$ cat src/rtl/hazard_pkg.sv
// Shared decode constants and scoreboard entry type for the MIPS decode-stage hazard logic.
package hazard_pkg;

    localparam int REG_W = 5;
    localparam logic [REG_W-1:0] REG_ZERO = 5'd0;
    localparam logic [REG_W-1:0] REG_RA   = 5'd31;

    localparam logic [5:0] OP_RTYPE = 6'b000000;
    localparam logic [5:0] OP_JAL   = 6'b000011;
    localparam logic [5:0] OP_BEQ   = 6'b000100;
    localparam logic [5:0] OP_BNE   = 6'b000101;

    // Class prefixes matched against opcode[5:3]
    localparam logic [2:0] OPC_IMM   = 3'b001;
    localparam logic [2:0] OPC_LOAD  = 3'b100;
    localparam logic [2:0] OPC_STORE = 3'b101;

    typedef struct packed {
        logic             valid;
        logic [REG_W-1:0] dest;
        logic             is_load;
    } sb_entry_t;

endpackage

$ cat src/rtl/instr_reg_decode.sv
// Combinational register-usage decode: which sources an instruction reads and which register it writes.
import hazard_pkg::*;

module instr_reg_decode (
    input  logic [31:0]      instr,
    output logic [REG_W-1:0] src1,
    output logic [REG_W-1:0] src2,
    output logic             src1_used,
    output logic             src2_used,
    output logic [REG_W-1:0] dest,
    output logic             dest_valid,
    output logic             is_load
);

    logic [5:0]       op;
    logic [REG_W-1:0] rs, rt, rd;
    logic             u1, u2, dv, ld;
    logic [REG_W-1:0] d;
    logic             unused_bits;

    assign op = instr[31:26];
    assign rs = instr[25:21];
    assign rt = instr[20:16];
    assign rd = instr[15:11];
    assign unused_bits = ^instr[10:0];

    always_comb begin
        u1 = 1'b0;
        u2 = 1'b0;
        dv = 1'b0;
        ld = 1'b0;
        d  = rd;
        if (op == OP_RTYPE) begin
            u1 = 1'b1;
            u2 = 1'b1;
            dv = 1'b1;
        end else if (op == OP_JAL) begin
            d  = REG_RA;
            dv = 1'b1;
        end else if (op == OP_BEQ || op == OP_BNE) begin
            u1 = 1'b1;
            u2 = 1'b1;
        end else begin
            case (op[5:3])
                OPC_IMM:   begin u1 = 1'b1; d = rt; dv = 1'b1; end
                OPC_LOAD:  begin u1 = 1'b1; d = rt; dv = 1'b1; ld = 1'b1; end
                OPC_STORE: begin u1 = 1'b1; u2 = 1'b1; end
                default:   ;
            endcase
        end
    end

    // $zero is hard-wired: it never creates or satisfies a dependency
    assign src1       = rs;
    assign src2       = rt;
    assign src1_used  = u1 && (rs != REG_ZERO);
    assign src2_used  = u2 && (rt != REG_ZERO);
    assign dest       = d;
    assign dest_valid = dv && (d != REG_ZERO);
    assign is_load    = ld && dv && (d != REG_ZERO);

endmodule

$ cat src/rtl/hazard_scoreboard.sv
// Decode-stage hazard detector: shift scoreboard of in-flight destinations with same-cycle stall.
// Build option HAZARD_FORWARD_EN: only a load in slot 0 stalls (load-use), otherwise full interlock.
import hazard_pkg::*;

module hazard_scoreboard #(
    parameter int DEPTH = 4,
    parameter int CNT_W = 16
) (
    input  logic             clk,
    input  logic             reset,
    input  logic             instr_valid_in,
    input  logic [31:0]      instr_in,
    input  logic             flush_in,
    output logic             stall_out,
    output logic [2:0]       hazard_slot_out,
    output logic [CNT_W-1:0] stall_count_out
);

`ifdef HAZARD_FORWARD_EN
    localparam logic FWD_EN = 1'b1;
`else
    localparam logic FWD_EN = 1'b0;
`endif

    logic [REG_W-1:0] src1, src2, dest;
    logic             src1_used, src2_used, dest_valid, is_load;

    sb_entry_t [DEPTH-1:0] slots, slots_nxt;
    logic      [DEPTH-1:0] slot_match;
    logic                  hit, hazard, issue;
    logic      [2:0]       hit_slot;

    instr_reg_decode u_dec (
        .instr      (instr_in),
        .src1       (src1),
        .src2       (src2),
        .src1_used  (src1_used),
        .src2_used  (src2_used),
        .dest       (dest),
        .dest_valid (dest_valid),
        .is_load    (is_load)
    );

    for (genvar k = 0; k < DEPTH; k++) begin : g_match
        logic src_hit;
        assign src_hit = slots[k].valid &&
                         ((src1_used && src1 == slots[k].dest) ||
                          (src2_used && src2 == slots[k].dest));
        // With forwarding, every producer except a load just issued can be bypassed
        assign slot_match[k] = src_hit && (!FWD_EN || (k == 0 && slots[k].is_load));
    end

    always_comb begin
        hit      = 1'b0;
        hit_slot = '0;
        for (int k = DEPTH - 1; k >= 0; k--) begin
            if (slot_match[k]) begin
                hit      = 1'b1;
                hit_slot = 3'(k);
            end
        end
    end

    assign hazard          = instr_valid_in && !flush_in && hit;
    assign stall_out       = hazard;
    assign hazard_slot_out = hazard ? hit_slot : 3'd0;
    assign issue           = instr_valid_in && !flush_in && !hit;

    // A flush kills the youngest in-flight entry, so slot 0 is not carried into slot 1
    always_comb begin
        slots_nxt = '0;
        for (int k = 1; k < DEPTH; k++) begin
            if (!(k == 1 && flush_in))
                slots_nxt[k] = slots[k-1];
        end
        if (issue && dest_valid)
            slots_nxt[0] = {1'b1, dest, is_load};
    end

    always_ff @(posedge clk or posedge reset) begin
        if (reset) begin
            slots           <= '0;
            stall_count_out <= '0;
        end else begin
            slots <= slots_nxt;
            if (hazard && stall_count_out != {CNT_W{1'b1}})
                stall_count_out <= stall_count_out + 1'b1;
        end
    end

endmodule

$ cat config.mk
export PLATFORM = sky130hd
export DESIGN_NAME = hazard_scoreboard
export DESIGN_NICKNAME = d
export VERILOG_FILES = /design/src/rtl/hazard_pkg.sv /design/src/rtl/instr_reg_decode.sv /design/src/rtl/hazard_scoreboard.sv
export SDC_FILE = /design/constraint.sdc
export NUM_CORES = 1
export LEC_CHECK = 0
export CORE_MARGIN = 2
export CORE_UTILIZATION = 30
export DETAILED_ROUTE_END_ITERATION = 7
export HOLD_SLACK_MARGIN = 0.03
export SLEW_MARGIN = 30
export SYNTH_ARGS = -nofsm -noshare
export SYNTH_HDL_FRONTEND = slang
export SYNTH_SLANG_ARGS = --single-unit
$ cat constraint.sdc
create_clock -name clk -period 6.2 [get_ports clk]
set_input_delay 1.24 -clock clk [delete_from_list [all_inputs] [get_ports clk]]
set_output_delay 1.24 -clock clk [all_outputs]
set_load 0.1 [all_outputs]
* Yosys cells after proc, flatten, opt, wreduce, memory -nomap -nowiden
Index checks and enable logic that the tools add are counted.
Widths: inputs -> output; s select.
** Operators by class
- Add/sub/neg operators :: 1
- Equality and inequality tests :: 15
- Multiplexer cells :: 31
- Reduce and logical (&&, ||, !) cells :: 35
** Operators by type and width (count)
- $eq 5x5->1 :: 8
- $logic_and 1x1->1 :: 22
- $mux 1 :: 20
- $mux 5 :: 4
- $add 16x1->16 const B :: 1
- $ne 16x16->1 const B :: 1
- $reduce_bool 5->1 :: 3
- $mux 7 :: 2
- $eq 6x3->1 const B :: 2
- $eq 3x3->1 const B :: 2
- $eq 6x2->1 const B :: 1
- $logic_not 6->1 :: 1
- $mux 2 :: 3
- $mux 3 :: 2
- $logic_or 1x1->1 :: 5
- $eq 3x1->1 const B :: 1
- $reduce_or 3->1 :: 1
- $logic_not 1->1 :: 2
- $reduce_or 2->1 :: 1
** Storage, ports and cells
- Flip-flop bits (word level) :: 41
- Input port bits :: 36
- Word-level logic and storage cells :: 92

* Longest topological paths before layout
Gate-level depths: netlist of run 1.
- Word-level depth :: 18
- Mapped depth :: 9
- Depth with buffers taken out :: 7

* Hierarchy
Synthesis of run 1 repeated with hierarchy kept, for this count alone.
** Second synthesis, totals
- Cells, all modules :: 239
- Area total of the unflattened synthesis :: 2378.5 µm²
** Modules (own cells, without submodules)
- hazard_scoreboard :: times used 1, cells each 190, area each 2064.5 µm², seq. area each 1001.0 µm²
- instr_reg_decode :: times used 1, cells each 49, area each 314.1 µm², seq. area each 0.0 µm²

* Worst setup path after synthesis of run 1
OpenSTA, ideal clock, no wires.
- Kind :: input-to-output
- Start point :: input instr_in[24]
- End point :: output hazard_slot_out[0]
- Arrival time :: 3866 ps
- Required time :: 4960 ps
- Path slack :: 1094 ps
- Cell stages on the path :: 6
- Buffers on the path :: 1
- Path through :: buf_2 -> or4_4 -> nor2_2 -> nor3_2 -> a221o_1 -> a21oi_1
** On the way
- Cells in the longest elaborated chain, start to end :: 11
- Elaborated cells between the ends (all ways) :: 28
** RTL lines
- from (decl) :: RTL line hazard_scoreboard.sv:12 : input logic [31:0] instr_in,
- $reduce_bool 5->1 :: RTL line instr_reg_decode.sv:56 : assign src1_used = u1 && (rs != REG_ZERO);
- $logic_and 1x1->1 :: RTL line instr_reg_decode.sv:56
- $logic_and 1x1->1 :: RTL line hazard_scoreboard.sv:47 : ((src1_used && src1 == slots[k].dest) ||
- $logic_or 1x1->1 :: RTL line hazard_scoreboard.sv:47
- $logic_and 1x1->1 :: RTL line hazard_scoreboard.sv:46 : assign src_hit = slots[k].valid &&
- $mux 1 (4 in series) :: RTL line hazard_scoreboard.sv:57 : if (slot_match[k]) begin
- $logic_and 1x1->1 :: RTL line hazard_scoreboard.sv:64 : assign hazard = instr_valid_in && !flush_in && hit;
- $mux 3 (*) :: RTL line hazard_scoreboard.sv:66 : assign hazard_slot_out = hazard ? hit_slot : 3'd0;
- to (decl) :: RTL line hazard_scoreboard.sv:15 : output logic [2:0] hazard_slot_out,
Mark *: on every way between the ends. The rest lies on a longest branch, timed or not.

* Worst setup path after layout of run 1
- Start point :: input instr_in[19]
- End point :: output stall_out
** On the way
- Cells in the longest elaborated chain, start to end :: 10
- Elaborated cells between the ends (all ways) :: 23
** RTL lines
- $reduce_bool 5->1 :: RTL line instr_reg_decode.sv:57 : assign src2_used = u2 && (rt != REG_ZERO);
- $logic_and 1x1->1 :: RTL line instr_reg_decode.sv:57
- $logic_and 1x1->1 :: RTL line hazard_scoreboard.sv:48 : (src2_used && src2 == slots[k].dest));
- $logic_or 1x1->1 :: RTL line hazard_scoreboard.sv:47
- $logic_and 1x1->1 :: RTL line hazard_scoreboard.sv:46
- $mux 1 (3 in series) :: RTL line hazard_scoreboard.sv:57
- $mux 1 (*) :: RTL line hazard_scoreboard.sv:57
- $logic_and 1x1->1 (*) :: RTL line hazard_scoreboard.sv:64
- to (decl) :: RTL line hazard_scoreboard.sv:14 : output logic stall_out,
Marked as above.

==> results of run 1 <==
[worst paths after layout]
| path | start | end | slack (ns) | depth (start not counted) |
|---|---|---|---|---|
| worst max register to register | slots[26] | stall_count_out[14] | 3.79 | 8 |
| max in group asynchronous | reset | slots[5] | 4.46 | 3 |
| worst min register to register | slots[13] | slots[20] | 0.40 | 0 |
| worst max-delay path | instr_in[19] | stall_out | 1.27 | 8 |
| worst min-delay path | slots[13] | slots[20] | 0.40 | 0 |
| min in group asynchronous | reset | stall_count_out[3] | 1.38 | 3 |
[sequential cells by signal (all words and copies together) (netlist names)]
name / count
stall_count_out: 16
slots: 24
[logic make-up after synthesis]
| kind of cell | Yosys count | share of synthesized area |
|---|---|---|
| xor+xnor | 56 | 0.206 |
| simple gates | 84 | 0.230 |
| fa+ha+maj | 1 | 0.00524 |
| buf+inv | 15 | 0.0440 |
| mux | 7 | 0.0304 |
| compound gates | 21 | 0.0635 |
| other cells | 1 | 0.00157 |
| flops | 40 | 0.420 |
[stage by stage]
step                      setup WS, ns  area, um2
after floorplan                   1.09       2390
after global placement            1.27       2860
after detailed placement          1.25       2860
after CTS                         1.24       2980
after global routing              1.13       2980
final                             1.27       2980
[routing by layer]
metal / share of wire / global-route usage / routed length, um / vias to the layer above
met5: 0 / 0 / 0 / -
li1: - / - / - / 859
met2: 0.48 / 0.204 / 2540 / 26
met3: 0.030 / 0.0242 / 158 / 4
met4: 0.011 / 0.0368 / 57 / 0
met1: 0.48 / 0.173 / 2510 / 846
[cells in the mapped netlist, types with 2 or more instances]
master,n,area (um2)
nor2b_1,8,50.1
nor4_1,8,50.1
nand2_1,11,41.3
o21ai_0,5,25.0
xor2_1,31,272
buf_2,6,30.0
mux2i_1,5,50.1
nor3_1,3,15.0
nand3_2,10,100
nor3_2,2,20.0
a21oi_1,7,35.0
nand3_1,3,15.0
nand3b_1,2,15.0
inv_1,3,11.3
nand4_1,6,37.5
and3_1,14,87.6
dfrtp_1,40,1000
mux2_1,2,22.5
buf_6,5,56.3
xnor2_1,25,219
nor2_1,5,18.8
[worst reg2reg max path, cell delays in order, from the launching register on]
cell	delay (ns)
dfrtp_1	0.41
xor2_1	0.17
nor4_1	0.33
nand3_1	0.19
nor4bb_1	0.21
o32ai_4	0.25
buf_4	0.28
nand4_1	0.14
mux2_1	0.33
[power by group through the flow]
stage	Combinational, uW	Sequential, uW	Clock, uW
CTS	69.8	267	237
detailed placement	69.5	272	0
finish	68.8	267	231
global placement	68.4	272	0
global route	75.7	267	247
floorplan	43.6	275	0
[final cells by class]
| class | count | area [um2] |
|---|---|---|
| fill | 762 | 4740 |
| multi-input combinational | 170 | 1280 |
| sequential | 40 | 1000 |
| timing repair buffer | 45 | 438 |
| tap | 102 | 128 |
| clock buffer | 7 | 96.3 |
| clock inverter | 1 | 30.0 |
| inverter | 3 | 11.3 |
==> run summary, run 1 <==
status - finished clean
Post-synth EDFFs - 0
Worst Path Max Fanout - 16
DRT Wirelength - 5.27 mm
Vias - 1,735
Final Skew - 0.00987 ns
Hold Vio Cnt, Final - 0
Post CTS Setup Buffer Count - 0
Final Util - 0.386
io pins - 56
DIE WIDTH - 93.2 um
DR vias/cell - 4.71
slew margin rel. - 0.347
Tot Pwr - 567 uW
area of the die - 8680 um2
Root Buffer Master - clkbuf_8
CP bufs+invs - 3
Rows - 32
startpoint types - primary input
Setup CP Type - primary input to output port
n_diodes - 0
vias in the first global route - 1,738
Critical Path RT - 4.96 ns
TritonCTS buffer count - 5
GRT overflow - 0
CTS resizes - 0
Seq/Total Area, Yosys - 0.420
clk sinks - 40
register share of total power - 0.471
Syn Area/Cell - 10.6 um2
IO buf count - 43
P&R area growth vs syn - 25.1%
post-synthesis net count - 262
Skew-Pair Late Insertion Delay - 0.29 ns
RSZ-0062 raised after global routing - false
initial core utilization - 0.309
fin crit period - 4.93 ns
Net Switching - 130 uW
1st-pass router iterations - 4
Leak - 0.00129 uW
first-pass GRT wire length - 8.68 mm
min-delay worst type - flop to flop
Final ANT Viol Nets - 0
share of cells above drive strength 1 - 0.117
Final nets - 302
Core Footprint - 7730 um2
initial antenna violation count - 0
H-tree lvl count - 2
Starting DRT DRC Count - 76
worst-case clock buffer depth - 2
combinational power share - 0.121
CTS tree - done
Synth cell types - 45
P_int - 437 uW
CP arrival - 3.69 ns
Worst IR Drop VDD - 0.0000763 V
slowest CP cell - clkdlybuf4s50_1
clock share of power - 0.408
crit-path most repeated cell - buf_4
Final Cycle Share - 0.795
Power Density - 190 nW/um2
worst-margin pin slew - 0.976 ns
Remaining DRCs - 0
Worst path max stage delay - 0.60 ns
largest net degree at the start of global routing - 41
most frequent cells in the layout - clkdlybuf4s50_1 (40), dfrtp_1 (40), xor2_1 (31)
Max Slew Vio Count - 0
Cell Area, Synth - 2390 um2
CP Cell Sequence - clkdlybuf4s50_1, xor2_1, nor4_1, nand3_1, nor4bb_1, o32ai_4, buf_4, buf_4
yosys warns - 0
Hold-fix buffers, CTS - 0
Cells after Synth - 225
Worst Hold Slack - 0.396 ns
clock slew at reported path FFs - 0.08 ns
max-cap violations - 0
GRT Util Overall - 0.126
CP endpoint kind - output port
switch share - 0.230
Post-Layout Cell Count - 368
Cells after DPL - 360
Die H - 93.2 um
fraction of registers with async set or reset after synthesis - 1.00
Wirelength per Cell - 14.3 um
register bit total from synthesis - 40
Max Fclk - 203 MHz
Final Setup Violations - 0
dominant synthesized flop cell - dfrtp_1
final setup TNS - 0 ns
detailed placer's ending HPWL - 4.06 mm
Worst path top cell family by delay - buffers and inverters
routability cong. - 0.742
(Power assumes the default switching activity.)
==> run 2: changes to the inputs <==
clock period = 4.4 ns   (was 6.2 ns; I/O delays follow)
==> run 2 against run 1 <==
Total power is 35% higher. Wire length decreased by 3.0%. Clock skew decreased by 0.00098 ns. Clock-buffer cell count decreased by 1.
==> run summary, run 2 (synthesized netlist as in run 1, its figures left out) <==
final setup TNS - 0 ns (unchanged)
Worst IR Drop VDD - 0.000107 V (+41%)
first-pass GRT wire length - 8.73 mm (+0.55%)
Final Skew - 0.00889 ns (-0.000982 ns)
Worst Path Max Fanout - 6 (-10)
CTS resizes - 0 (unchanged)
initial antenna violation count - 0 (unchanged)
Hold Path End - slots[20]
HP Start - slots[13]
detailed placer's ending HPWL - 3.95 mm (-2.5%)
worst-case clock buffer depth - 2 (unchanged)
1st-pass router iterations - 4 (unchanged)
Setup CP Type - primary input to output port
Final Setup Violations - 0 (unchanged)
Wirelength per Cell - 13.8 um (-3.3%)
DRT Wirelength - 5.11 mm (-3.0%)
IO buf count - 43 (unchanged)
Starting DRT DRC Count - 86 (+13%)
Root Buffer Master - clkbuf_8
Final Cycle Share - 0.891
H-tree lvl count - 2 (unchanged)
r2r worst-path depth - 8 (unchanged)
n_diodes - 0 (unchanged)
clock slew at reported path FFs - 0.08 ns (about the same)
Worst Hold Depth - 0 (unchanged)
largest registers - slots: 24 flops, stall_count_out: 16 flops
sequential cell area - 1000 um2 (unchanged)
Multi-input gate area - 1280 um2 (unchanged)
Max Fclk - 255 MHz
share of cells above drive strength 1 - 0.116 (-0.000436)
Leak - 0.00129 uW (+0.27%)
io pins - 56 (unchanged)
Hold-fix buffers, CTS - 0 (unchanged)
met2 wire length - 2.35 mm (-7.5%)
Final ANT Viol Nets - 0 (unchanged)
wl on met1 - 2.55 mm (+1.7%)
Final nets - 303 (+0.33%)
startpoint types - primary input
CTS tree - done
slew margin rel. - 0.350 (+0.00231)
Core Footprint - 7730 um2 (unchanged)
Power Density - 254 nW/um2 (+34%)
most frequent cells in the layout - clkdlybuf4s50_1 (40), dfrtp_1 (40), xor2_1 (31)
vias in the first global route - 1,792 (+3.1%)
Worst Hold Slack - 0.395 ns (-0.00132 ns)
Rows - 32 (unchanged)
Remaining DRCs - 0 (unchanged)
Critical Path RT - 3.52 ns (-1.44 ns)
Hold Vio Cnt, Final - 0 (unchanged)
DIE WIDTH - 93.2 um (unchanged)
Post CTS Setup Buffer Count - 0 (unchanged)
max-cap violations - 0 (unchanged)
P&R area growth vs syn - 26.2%
area of the die - 8680 um2 (unchanged)
TritonCTS buffer count - 5 (unchanged)
Final Util - 0.390 (+0.00340)
Skew-Pair Late Insertion Delay - 0.29 ns (about the same)
reg2reg start - slots[26]
fillcell total - 756 (-0.79%)
RSZ-0062 raised after global routing - false
GRT Util Overall - 0.128 (+0.00107)
Reg with most FFs - slots
worst reg2reg path endpoint - stall_count_out[14]
highest metal used - met4
Met3 Wirelength - 134 um (-15%)
status - finished clean
GRT overflow - 0 (unchanged)
initial core utilization - 0.309 (unchanged)
worst-margin pin slew - 0.973 ns (-0.00345 ns)
CP arrival - 3.04 ns (-0.65 ns)
routability cong. - 0.755 (+1.8%)
max FFs per register - 24 (unchanged)
DR vias/cell - 4.73 (+0.36%)
min-delay worst type - flop to flop
Die H - 93.2 um (unchanged)
flop2flop setup slack - 1.89 ns (-1.90 ns)
fin crit period - 3.92 ns
Vias - 1,746 (+0.63%)
source of the critical timing path - instr_in[19]
Max Slew Vio Count - 0 (unchanged)
CP endpoint kind - output port
largest net degree at the start of global routing - 41 (unchanged)
clk sinks - 40 (unchanged)
==> run 2: per-stage QoR <==
step / instances / total power [uW] / setup slack (ns) / instance area (um2)
final: 369 / 765 / 0.480 / 3010
after global placement: 361 / 481 / 0.484 / 2900
after global routing: 369 / 802 / 0.269 / 3010
after detailed placement: 361 / 482 / 0.444 / 2900
after CTS: 369 / 775 / 0.434 / 3010
after floorplan: 225 / 449 / 0.0142 / 2390
==> run 2: per-layer routing <==
metal,track usage,up-vias
met5,0,-
met4,0.0441,0
met3,0.0169,7
met2,0.197,35
met1,0.184,848
li1,-,856
==> run 2: layout make-up <==
type	count	area share
clock buffer	6	0.0241
clock inverter	2	0.0116
inverter	3	0.00374
multi-input combinational	170	0.425
sequential	40	0.333
tap	102	0.0424
timing repair buffer	46	0.160
==> run 2: power by group <==
group	internal (uW)	switching [uW]	total, uW	leakage, uW
combinational	44.0	53.5	97.6	0.000679
clock	168	123	291	0.0000552
sequential	372	4.36	376	0.000556
==> run 2: how the worst max path moves through the flow <==
stage                         endpoint  slack, ns  depth (start not counted)
floorplan           hazard_slot_out[0]       0.01                          6
detailed placement           stall_out       0.44                          7
CTS                          stall_out       0.43                          7
global route        hazard_slot_out[0]       0.27                          8
finish              hazard_slot_out[0]       0.48                          8
global placement             stall_out       0.48                          7
==> run 2: worst max-delay path, stage by stage <==
cell             delay [ns]
clkdlybuf4s50_1        0.60
xor2_1                 0.23
nor4_1                 0.32
nand3_1                0.20
o21ai_0                0.21
a32oi_1                0.14
a21oi_1                0.25
buf_12                 0.21
==> patch (flow settings as in run 2) <==
Change the localparam `FWD_EN` from 1'b0 to 1'b1.
--- a/src/rtl/hazard_scoreboard.sv
+++ b/src/rtl/hazard_scoreboard.sv
@@ -20,5 +20,5 @@
     localparam logic FWD_EN = 1'b1;
 `else
-    localparam logic FWD_EN = 1'b0;
+    localparam logic FWD_EN = 1'b1;
 `endif
 
Function: changed (a bounded check fails within 4 cycles, from zero or initial values and one cycle with reset high).
==> patch against run 2 <==
- wire length down 36%
- setup slack better by 230 ps
- area after synthesis down 42%
- sequential cell count down 17
- power down 46%
- final area down 38%
- non-clock buffer count down 5
- register-to-register slack better by 190 ps
- clock skew down 7.6 ps
==> patch: results (changes against run 2) <==
qor: power_and_ir_drop.leak_pwr 0.776 nW [was 1.29 nW]
qor: min_path.hold_path.startpoint stall_count_out[15]$_DFFE_PP0P_ [was slots[13]$_DFF_PP0_]
qor: finish.layout-drive-gt1-share 0.0950 [was 0.116]
qor: sta.max-slew-margin-rel 0.341 [was 0.350]
qor: drt.routed-wl-met3 116 um [was 134 um]
qor: placement.placedCellCount 227 [was 361]
qor: setup_path.regToRegEndpoint stall_count_out[1]$_DFFE_PP0P_ [was stall_count_out[14]$_DFFE_PP0P_]
qor: run_status.run_status finished, final reports clean [unchanged]
qor: synth.synthesis.area 1380 um^2 [was 2390 um^2]
qor: drt.wl_per_cell 14.2 um [was 13.8 um]
qor: setup_path.worst-r2r-setup-slack 2080 ps [was 1890 ps]
qor: finish.layout.non_clock_buffers 41 [was 46]
qor: power_and_ir_drop.power.share.switching 0.261 [was 0.236]
qor: power_and_ir_drop.powerClk 0.000133 W [was 0.000291 W]
qor: sta.worst_slack 706 ps [was 480 ps]
qor: finish.num-clock-buffers 3 [was 6]
qor: sta.skew 1.28 ps [was 8.89 ps]
qor: synth.synth_compound_gate_area_share 0.0879 [was 0.0635]
qor: setup_path.cp_top_family simple AND/OR/NAND/NOR gates [was buffers and inverters]
qor: synth.synth_adder_area_share 0.00907 [was 0.00524]
qor: finish.signal_inverters 2 [was 3]
qor: finish.non_clock_buffer_area_share 0.225 [was 0.160]
qor: global_route.met3_global_route_usage 0.0197 [was 0.0169]
qor: finish.multiInputGateArea 757 um^2 [was 1280 um^2]
qor: sta.whs 501 ps [was 395 ps]
qor: placement.detailedPlacementHpwl 2620 um [was 3950 um]
qor: finish.nFillCells 433 [was 756]
qor: synth.cell_types_occupying_the_most_area_after_synthesis sky130_fd_sc_hd__dfrtp_1 (42%), sky130_fd_sc_hd__xnor2_1 (8.9%), sky130_fd_sc_hd__xor2_1 (6.3%) [was sky130_fd_sc_hd__dfrtp_1 (42%), sky130_fd_sc_hd__xor2_1 (11%), sky130_fd_sc_hd__xnor2_1 (9.2%)]
qor: power_and_ir_drop.power.ir.vdd_worst 0.0000912 V [was 0.000107 V]
qor: synth.number_of_distinct_library_cell_variants_in_the_gate_level_netlist_after_synthesis 40 [was 45]
qor: synth.netlist_instances 138 [was 225]
[patch: cell count changes after synthesis, moves of 3 or more]
cell	change
sky130_fd_sc_hd__and3_1	-10
sky130_fd_sc_hd__nor2_1	+3
sky130_fd_sc_hd__buf_2	-6
sky130_fd_sc_hd__xnor2_1	-11
sky130_fd_sc_hd__nor2b_1	-7
sky130_fd_sc_hd__buf_6	-4
sky130_fd_sc_hd__nor4_1	-4
sky130_fd_sc_hd__nand2_1	-5
sky130_fd_sc_hd__xor2_1	-21
sky130_fd_sc_hd__dfrtp_1	-17
sky130_fd_sc_hd__nand3_1	+7
sky130_fd_sc_hd__nand3_2	-10
[patch: worst reg2reg max path, stage by stage (launching register included)]
cell and delay [ps]:
sky130_fd_sc_hd__dfrtp_1 420, sky130_fd_sc_hd__ha_1 220, sky130_fd_sc_hd__and2_1 200, sky130_fd_sc_hd__nand4_1 180, sky130_fd_sc_hd__o21bai_1 140, sky130_fd_sc_hd__a211oi_2 640
sky130_fd_sc_hd__mux2_2 410
